`src/rtl/mc_ctrl_pkg.sv`:
```
// Shared constants for the multi-cycle MIPS control unit: opcodes, state
// encodings and datapath select encodings.
package mc_ctrl_pkg;

  localparam int OP_R_TYPE = 0;
  localparam int OP_J      = 2;
  localparam int OP_BEQ    = 4;
  localparam int OP_ADDI   = 8;
  localparam int OP_LW     = 35;
  localparam int OP_SW     = 43;

  typedef enum logic [3:0] {
    S_FETCH     = 4'd0,
    S_DECODE    = 4'd1,
    S_MEM_ADDR  = 4'd2,
    S_MEM_READ  = 4'd3,
    S_MEM_WB    = 4'd4,
    S_MEM_WRITE = 4'd5,
    S_EXECUTE   = 4'd6,
    S_R_WB      = 4'd7,
    S_BRANCH    = 4'd8,
    S_JUMP      = 4'd9,
    S_ADDI_EXEC = 4'd10,
    S_ADDI_WB   = 4'd11,
    S_ILLEGAL   = 4'd12,
    S_TIMEOUT   = 4'd13
  } state_t;

  localparam logic [1:0] ALU_ADD   = 2'b00;
  localparam logic [1:0] ALU_SUB   = 2'b01;
  localparam logic [1:0] ALU_FUNCT = 2'b10;

  localparam logic [1:0] PC_ALU    = 2'b00;
  localparam logic [1:0] PC_ALUOUT = 2'b01;
  localparam logic [1:0] PC_JUMP   = 2'b10;

  localparam logic [1:0] SRCB_B      = 2'b00;
  localparam logic [1:0] SRCB_FOUR   = 2'b01;
  localparam logic [1:0] SRCB_IMM    = 2'b10;
  localparam logic [1:0] SRCB_IMM_SH = 2'b11;

endpackage

```
`src/rtl/mc_control_wait_timer.sv`:
```
// Memory-handshake watchdog: counts consecutive stalled cycles and flags the
// cycle in which the LIMIT-th stall would occur. LIMIT=0 disables it.
module mc_wait_timer #(
  parameter int LIMIT = 16
) (
  input  logic clk,
  input  logic waiting,
  input  logic clear,
  output logic expired
);

  localparam int W = (LIMIT > 1) ? $clog2(LIMIT) : 1;

  logic [W-1:0] r_count;

  always_ff @(posedge clk) begin
    if (clear) begin
      r_count <= '0;
    end else if (waiting) begin
      r_count <= r_count + 1'b1;
    end
  end

  generate
    if (LIMIT > 0) begin : g_enabled
      assign expired = waiting && (r_count == W'(LIMIT - 1));
    end else begin : g_disabled
      assign expired = 1'b0;
    end
  endgenerate

endmodule

```
`src/rtl/mc_control.sv`:
```
// Multi-cycle MIPS main control FSM with memory watchdog, illegal-op trap and
// retired-instruction counter. Define MC_CTRL_ADDI_EN to add the addi path.
module mc_control
  import mc_ctrl_pkg::*;
#(
  parameter int OP_W        = 6,
  parameter int MEM_TIMEOUT = 16,
  parameter int CNT_W       = 16
) (
  input  logic             clk,
  input  logic             rst,
  input  logic [OP_W-1:0]  op,
  input  logic             mem_ready,
  output logic             pc_write,
  output logic             pc_write_cond,
  output logic             ir_write,
  output logic             reg_write,
  output logic             mem_read,
  output logic             mem_write,
  output logic             i_or_d,
  output logic             mem_to_reg,
  output logic             reg_dst,
  output logic             alu_src_a,
  output logic [1:0]       alu_src_b,
  output logic [1:0]       alu_op,
  output logic [1:0]       pc_source,
  output logic [3:0]       state,
  output logic             illegal_op,
  output logic             mem_timeout,
  output logic [CNT_W-1:0] instr_count
);

  state_t           r_state;
  state_t           w_next_state;
  logic [CNT_W-1:0] r_count;
  logic             w_waiting;
  logic             w_expired;
  logic             w_retire;
  logic             w_timer_clear;

  assign w_waiting = !mem_ready &&
                     (r_state inside {S_FETCH, S_MEM_READ, S_MEM_WRITE});
  assign w_timer_clear = rst || !w_waiting || (w_next_state != r_state);

  mc_wait_timer #(.LIMIT(MEM_TIMEOUT)) u_wait_timer (
    .clk     (clk),
    .waiting (w_waiting),
    .clear   (w_timer_clear),
    .expired (w_expired)
  );

  always_comb begin
    w_next_state = r_state;
    case (r_state)
      S_FETCH:
        if (mem_ready)      w_next_state = S_DECODE;
        else if (w_expired) w_next_state = S_TIMEOUT;
      S_DECODE: begin
        if (op == OP_W'(OP_R_TYPE))                          w_next_state = S_EXECUTE;
        else if (op == OP_W'(OP_LW) || op == OP_W'(OP_SW))   w_next_state = S_MEM_ADDR;
        else if (op == OP_W'(OP_BEQ))                        w_next_state = S_BRANCH;
        else if (op == OP_W'(OP_J))                          w_next_state = S_JUMP;
`ifdef MC_CTRL_ADDI_EN
        else if (op == OP_W'(OP_ADDI))                       w_next_state = S_ADDI_EXEC;
`endif
        else                                                 w_next_state = S_ILLEGAL;
      end
      S_MEM_ADDR:
        w_next_state = (op == OP_W'(OP_SW)) ? S_MEM_WRITE : S_MEM_READ;
      S_MEM_READ:
        if (mem_ready)      w_next_state = S_MEM_WB;
        else if (w_expired) w_next_state = S_TIMEOUT;
      S_MEM_WRITE:
        if (mem_ready)      w_next_state = S_FETCH;
        else if (w_expired) w_next_state = S_TIMEOUT;
      S_EXECUTE:   w_next_state = S_R_WB;
`ifdef MC_CTRL_ADDI_EN
      S_ADDI_EXEC: w_next_state = S_ADDI_WB;
`endif
      S_MEM_WB, S_R_WB, S_BRANCH, S_JUMP, S_ADDI_WB:
        w_next_state = S_FETCH;
      S_ILLEGAL, S_TIMEOUT:
        w_next_state = r_state;
      default:
        w_next_state = S_FETCH;
    endcase
  end

  // MEM_WRITE only retires when it actually returns to FETCH, not on timeout.
  assign w_retire = (w_next_state == S_FETCH) &&
                    (r_state inside {S_MEM_WB, S_MEM_WRITE, S_R_WB, S_BRANCH, S_JUMP, S_ADDI_WB});

  always_ff @(posedge clk) begin
    if (rst) begin
      r_state <= S_FETCH;
      r_count <= '0;
    end else begin
      r_state <= w_next_state;
      if (w_retire) r_count <= r_count + 1'b1;
    end
  end

  assign state       = r_state;
  assign instr_count = r_count;

  // Moore decode; forced quiet during reset so an aborted instruction writes nothing.
  always_comb begin
    pc_write      = 1'b0;
    pc_write_cond = 1'b0;
    ir_write      = 1'b0;
    reg_write     = 1'b0;
    mem_read      = 1'b0;
    mem_write     = 1'b0;
    i_or_d        = 1'b0;
    mem_to_reg    = 1'b0;
    reg_dst       = 1'b0;
    alu_src_a     = 1'b0;
    alu_src_b     = SRCB_B;
    alu_op        = ALU_ADD;
    pc_source     = PC_ALU;
    illegal_op    = 1'b0;
    mem_timeout   = 1'b0;
    if (!rst) begin
      case (r_state)
        S_FETCH: begin
          mem_read  = 1'b1;
          alu_src_b = SRCB_FOUR;
          ir_write  = mem_ready;
          pc_write  = mem_ready;
        end
        S_DECODE:    alu_src_b = SRCB_IMM_SH;
        S_MEM_ADDR: begin
          alu_src_a = 1'b1;
          alu_src_b = SRCB_IMM;
        end
        S_MEM_READ: begin
          mem_read = 1'b1;
          i_or_d   = 1'b1;
        end
        S_MEM_WB: begin
          reg_write  = 1'b1;
          mem_to_reg = 1'b1;
        end
        S_MEM_WRITE: begin
          mem_write = 1'b1;
          i_or_d    = 1'b1;
        end
        S_EXECUTE: begin
          alu_src_a = 1'b1;
          alu_op    = ALU_FUNCT;
        end
        S_R_WB: begin
          reg_write = 1'b1;
          reg_dst   = 1'b1;
        end
        S_BRANCH: begin
          alu_src_a     = 1'b1;
          alu_op        = ALU_SUB;
          pc_write_cond = 1'b1;
          pc_source     = PC_ALUOUT;
        end
        S_JUMP: begin
          pc_write  = 1'b1;
          pc_source = PC_JUMP;
        end
`ifdef MC_CTRL_ADDI_EN
        S_ADDI_EXEC: begin
          alu_src_a = 1'b1;
          alu_src_b = SRCB_IMM;
        end
        S_ADDI_WB:   reg_write = 1'b1;
`endif
        S_ILLEGAL:   illegal_op  = 1'b1;
        S_TIMEOUT:   mem_timeout = 1'b1;
        default: ;
      endcase
    end
  end

endmodule

```
`config.mk`:
```
export PLATFORM = sky130hd
export DESIGN_NAME = mc_control
export DESIGN_NICKNAME = d
export VERILOG_FILES = /design/src/rtl/mc_ctrl_pkg.sv /design/src/rtl/mc_control_wait_timer.sv /design/src/rtl/mc_control.sv
export SDC_FILE = /design/constraint.sdc
export NUM_CORES = 1
export LEC_CHECK = 0
export ABC_AREA = 1
export BUFFER_PORTS_ARGS = -buffer_cell sky130_fd_sc_hd__buf_2
export CAP_MARGIN = 20
export CORE_ASPECT_RATIO = 1.4
export CORE_MARGIN = 4
export CORE_UTILIZATION = 35
export CTS_CLUSTER_DIAMETER = 150
export CTS_CLUSTER_SIZE = 40
export DETAILED_ROUTE_END_ITERATION = 6
export PLACE_DENSITY = 0.54
export SYNTH_ARGS = -nofsm -noshare
export SYNTH_HDL_FRONTEND = slang
export SYNTH_HIERARCHICAL = 1
export SYNTH_SLANG_ARGS = --single-unit
```
`constraint.sdc`:
```
create_clock -name clk -period 4.42 [get_ports clk]
set_input_delay 0.442 -clock clk [delete_from_list [all_inputs] [get_ports clk]]
set_output_delay 0.442 -clock clk [all_outputs]
set_load 0.02 [all_outputs]
```
==> impl_results.md <==
* FF-to-FF path depth at 16
* Synth cell types at 24
* Crit start category: flop
* Die H at 93.16 um
* Wire per inst at 11.58 um
* Layout cells sized above 1 at 0.1699
* RSZ-0062 raised after global routing: false
* CTS Buf Count at 3
* Syn. warnings at 6
* Critical path type: reg2reg
* Top_reg_cell synth: dfxtp_1
* Headroom to the max-slew limit at 0.6118
* Top cells by area, synth: dfxtp_1 27%, nor2_1 16%, nand2_1 16%, inv_1 11%, nand3_1 9.1%
* Final Cycle Share at 0.6789
* Post-synth EDFFs at 0
* Max cap viols at 0
* Mux cell area share after synthesis at 0
* Width of the die at 68.83 um
* Layout Nets at 378
* Final setup viols at 0
* Cell Pwr Density at 299.7 nW/um^2
* Cell Area, Synth at 1813 um^2
* Antenna violation net count after detailed routing at 0
* Clock Skew at 0.005475 ns
* Post-synthesis compound-gate area fraction at 0.04072
* Post-route minimum period at 3.001 ns
* Placer congestion estimate at 0.9312
* Critical path arrival at 3.22 ns
* Cells after synthesis at 325
* FF-to-FF End: instr_count[1]
* Synthesized area per cell at 5.578 um^2
* Clock transition at the registers of the reported paths at 0.09 ns
* Reg2Reg Launch Point: state[2]
* Initial Utilization at 0.3687
* Synth top area share at 0.2650
* Antenna cell count at 0
* Fin. max-slew vios at 0
* CTS H-tree depth at 1
* Most common cell after layout, fill and taps aside: nor2_1
* HPWL Detailed at 3970 um
* Crit end category: flop
* Sequential share of the synthesized area at 0.2650
* CORE AREA at 4917 um^2
* Worst VDD drop at 0.0001262 V
* CP max stage delay at 0.52 ns
* Hold Path Origin: u_wait_timer/r_count[0]
* Hold WS at 0.5075 ns
* #FFs+latches synth at 24
* Largest net degree at the start of global routing at 29
* Adder-cell area share of the yosys netlist at 0.01380
* Clock Root Buffer: clkbuf_8
* Worst-path maximum fanout at 28
* Via count at 2089
* GRT Total Usage at 0.1665
* Grt total ovfl at 0
* Reg-to-reg setup timing slack at 1.42 ns
* Biggest area consumer among synthesized cells: dfxtp_1
* Setup bufs post-CTS at 0
* Crit-path leading delay family: simple AND/OR/NAND/NOR gates
* Most frequent cells in the layout: 79 x nor2_1, 77 x nand2_1, 54 x inv_1
* Largest family of logic cells by synthesized area: simple AND/OR/NAND/NOR gates
* WP buf/inv at 3
* Global-route wire length before repair at 8349 um
* Max Fclk at 333.3 MHz
* Status: finished, final reports clean
* Critical Path RT at 4.64 ns
* Synth Area in XOR/XNOR at 0
* Clock Latency Late Sink at 0.27 ns
* PortBufs at 46
* Cts-stage hold buffer count at 0
* DRT Pass-1 Iters at 4
* Hold path cells at 2
* Simple-Gate Fraction of Synth Area at 0.5307
* CTS tree: yes
* Layout area overhead at 16.01%
* Final instance count without filler cells at 429
* Leakage at 1.096 nW
* Critical Path, Cell by Cell: inv_1, nor2_1, nand2_1, nand3_1, nand2_1, inv_1, nand3_1, nor2_1, inv_1, nand4_1, nand3_1, nor2_4, nand3_1, nand2_1, nand2_1, nor2_1
* Total Neg Setup Slack at 0 ns
* Syn_nets at 336
* Total placed cells including tap cells at 426
* Initial antenna violation count at 0
* Async SR Flop Fraction at 0
* DRC Markers at 0
* Drt total wl at 4969 um
* Sink of the worst hold path: u_wait_timer/r_count[0]
* Hold Crit Class: reg2reg
* CTS Buffer Depth at 2
* Starting DRC count in detailed routing at 89
* Hold Fails Final Rpt at 0
* Vias in the first global route at 1972
* CP max-delay cell: nor2_4
* Die ar. at 6412 um^2
* Vias/cell at 4.869
* Worst-margin pin slew at 0.5809 ns
* Cts repair resizes at 0
* Post-layout util at 0.4277
* I/O pin total at 47
* Row count at 30
* CTS Sinks at 24
[power breakdown]
part           internal [mW]  total, mW  leakage, nW  switching [mW]
combinational         0.0643      0.252        0.881           0.188
sequential             0.226      0.241        0.194          0.0147
clock                 0.0612      0.137       0.0216          0.0759
[synth_stat cells (3+ instances only)]
cell type / number
a21oi_1: 4
a31oi_1: 4
buf_4: 3
dfxtp_1: 24
inv_1: 54
nand2_1: 77
nand2_2: 3
nand3_1: 33
nand4_1: 14
nor2_1: 79
nor2_2: 4
nor3_1: 6
[worst max-delay path by stage]
| stage | from | to | slack [ns] | cells past startpoint |
|---|---|---|---|---|
| global route | state[2] | instr_count[8] | 1.09 | 16 |
| finish | state[2] | instr_count[1] | 1.42 | 16 |
| CTS | state[1] | instr_count[1] | 1.42 | 16 |
| detailed placement | state[1] | instr_count[1] | 1.45 | 16 |
| global placement | state[1] | instr_count[1] | 1.51 | 16 |
| floorplan | state[2] | instr_count[0] | 1.98 | 16 |
[logic make-up (layout without fill, tap and decap cells)]
group,Yosys count,count (layout)
flops,24,24
simple gates,221,221
fa+ha+maj,2,2
buf+inv,65,105
compound gates,13,13
[worst register-to-register path, stage by stage, from the launching register on]
cell and delay, ns:
dfxtp_1 0.46, inv_1 0.14, nor2_1 0.20, nand2_1 0.14, nand3_1 0.11, nand2_1 0.05, inv_1 0.17, nand3_1 0.12
nor2_1 0.24, inv_1 0.09, nand4_1 0.09, nand3_1 0.16, nor2_4 0.52, nand3_1 0.22, nand2_1 0.10, nand2_1 0.05
nor2_1 0.09
[per-stage QoR]
stage	power [mW]	instance area [um^2]	setup slack, ns
final	0.6304	2103	1.419
after detailed placement	0.5002	2062	1.452
after CTS	0.6355	2103	1.420
after floorplan	0.4559	1813	1.975
after global placement	0.5001	2062	1.510
after global routing	0.6688	2103	1.088
[final cells by class]
class,count,area [um^2]
multi-input cells,236,1061
flip-flops and latches,24,480.5
repair buffers,46,230.2
well taps,64,80.08
clock buffers,3,41.29
fillers,583,2814
inverters,56,210.2
[per-layer routing]
layer / vias to the layer above / track usage / share of wire
met2: 62 / 0.3020 / 0.52
met4: 0 / 0.07642 / 0.032
met1: 922 / 0.1806 / 0.40
met5: - / 0 / 0
met3: 15 / 0.02644 / 0.048
li1: 1090 / - / -
[sequential cells by signal (all words and copies together) (netlist names)]
| register | count |
|---|---|
| instr_count | 16 |
| state | 4 |
| u_wait_timer/r_count | 4 |
Note: power is estimated with default switching activity, not from simulation.
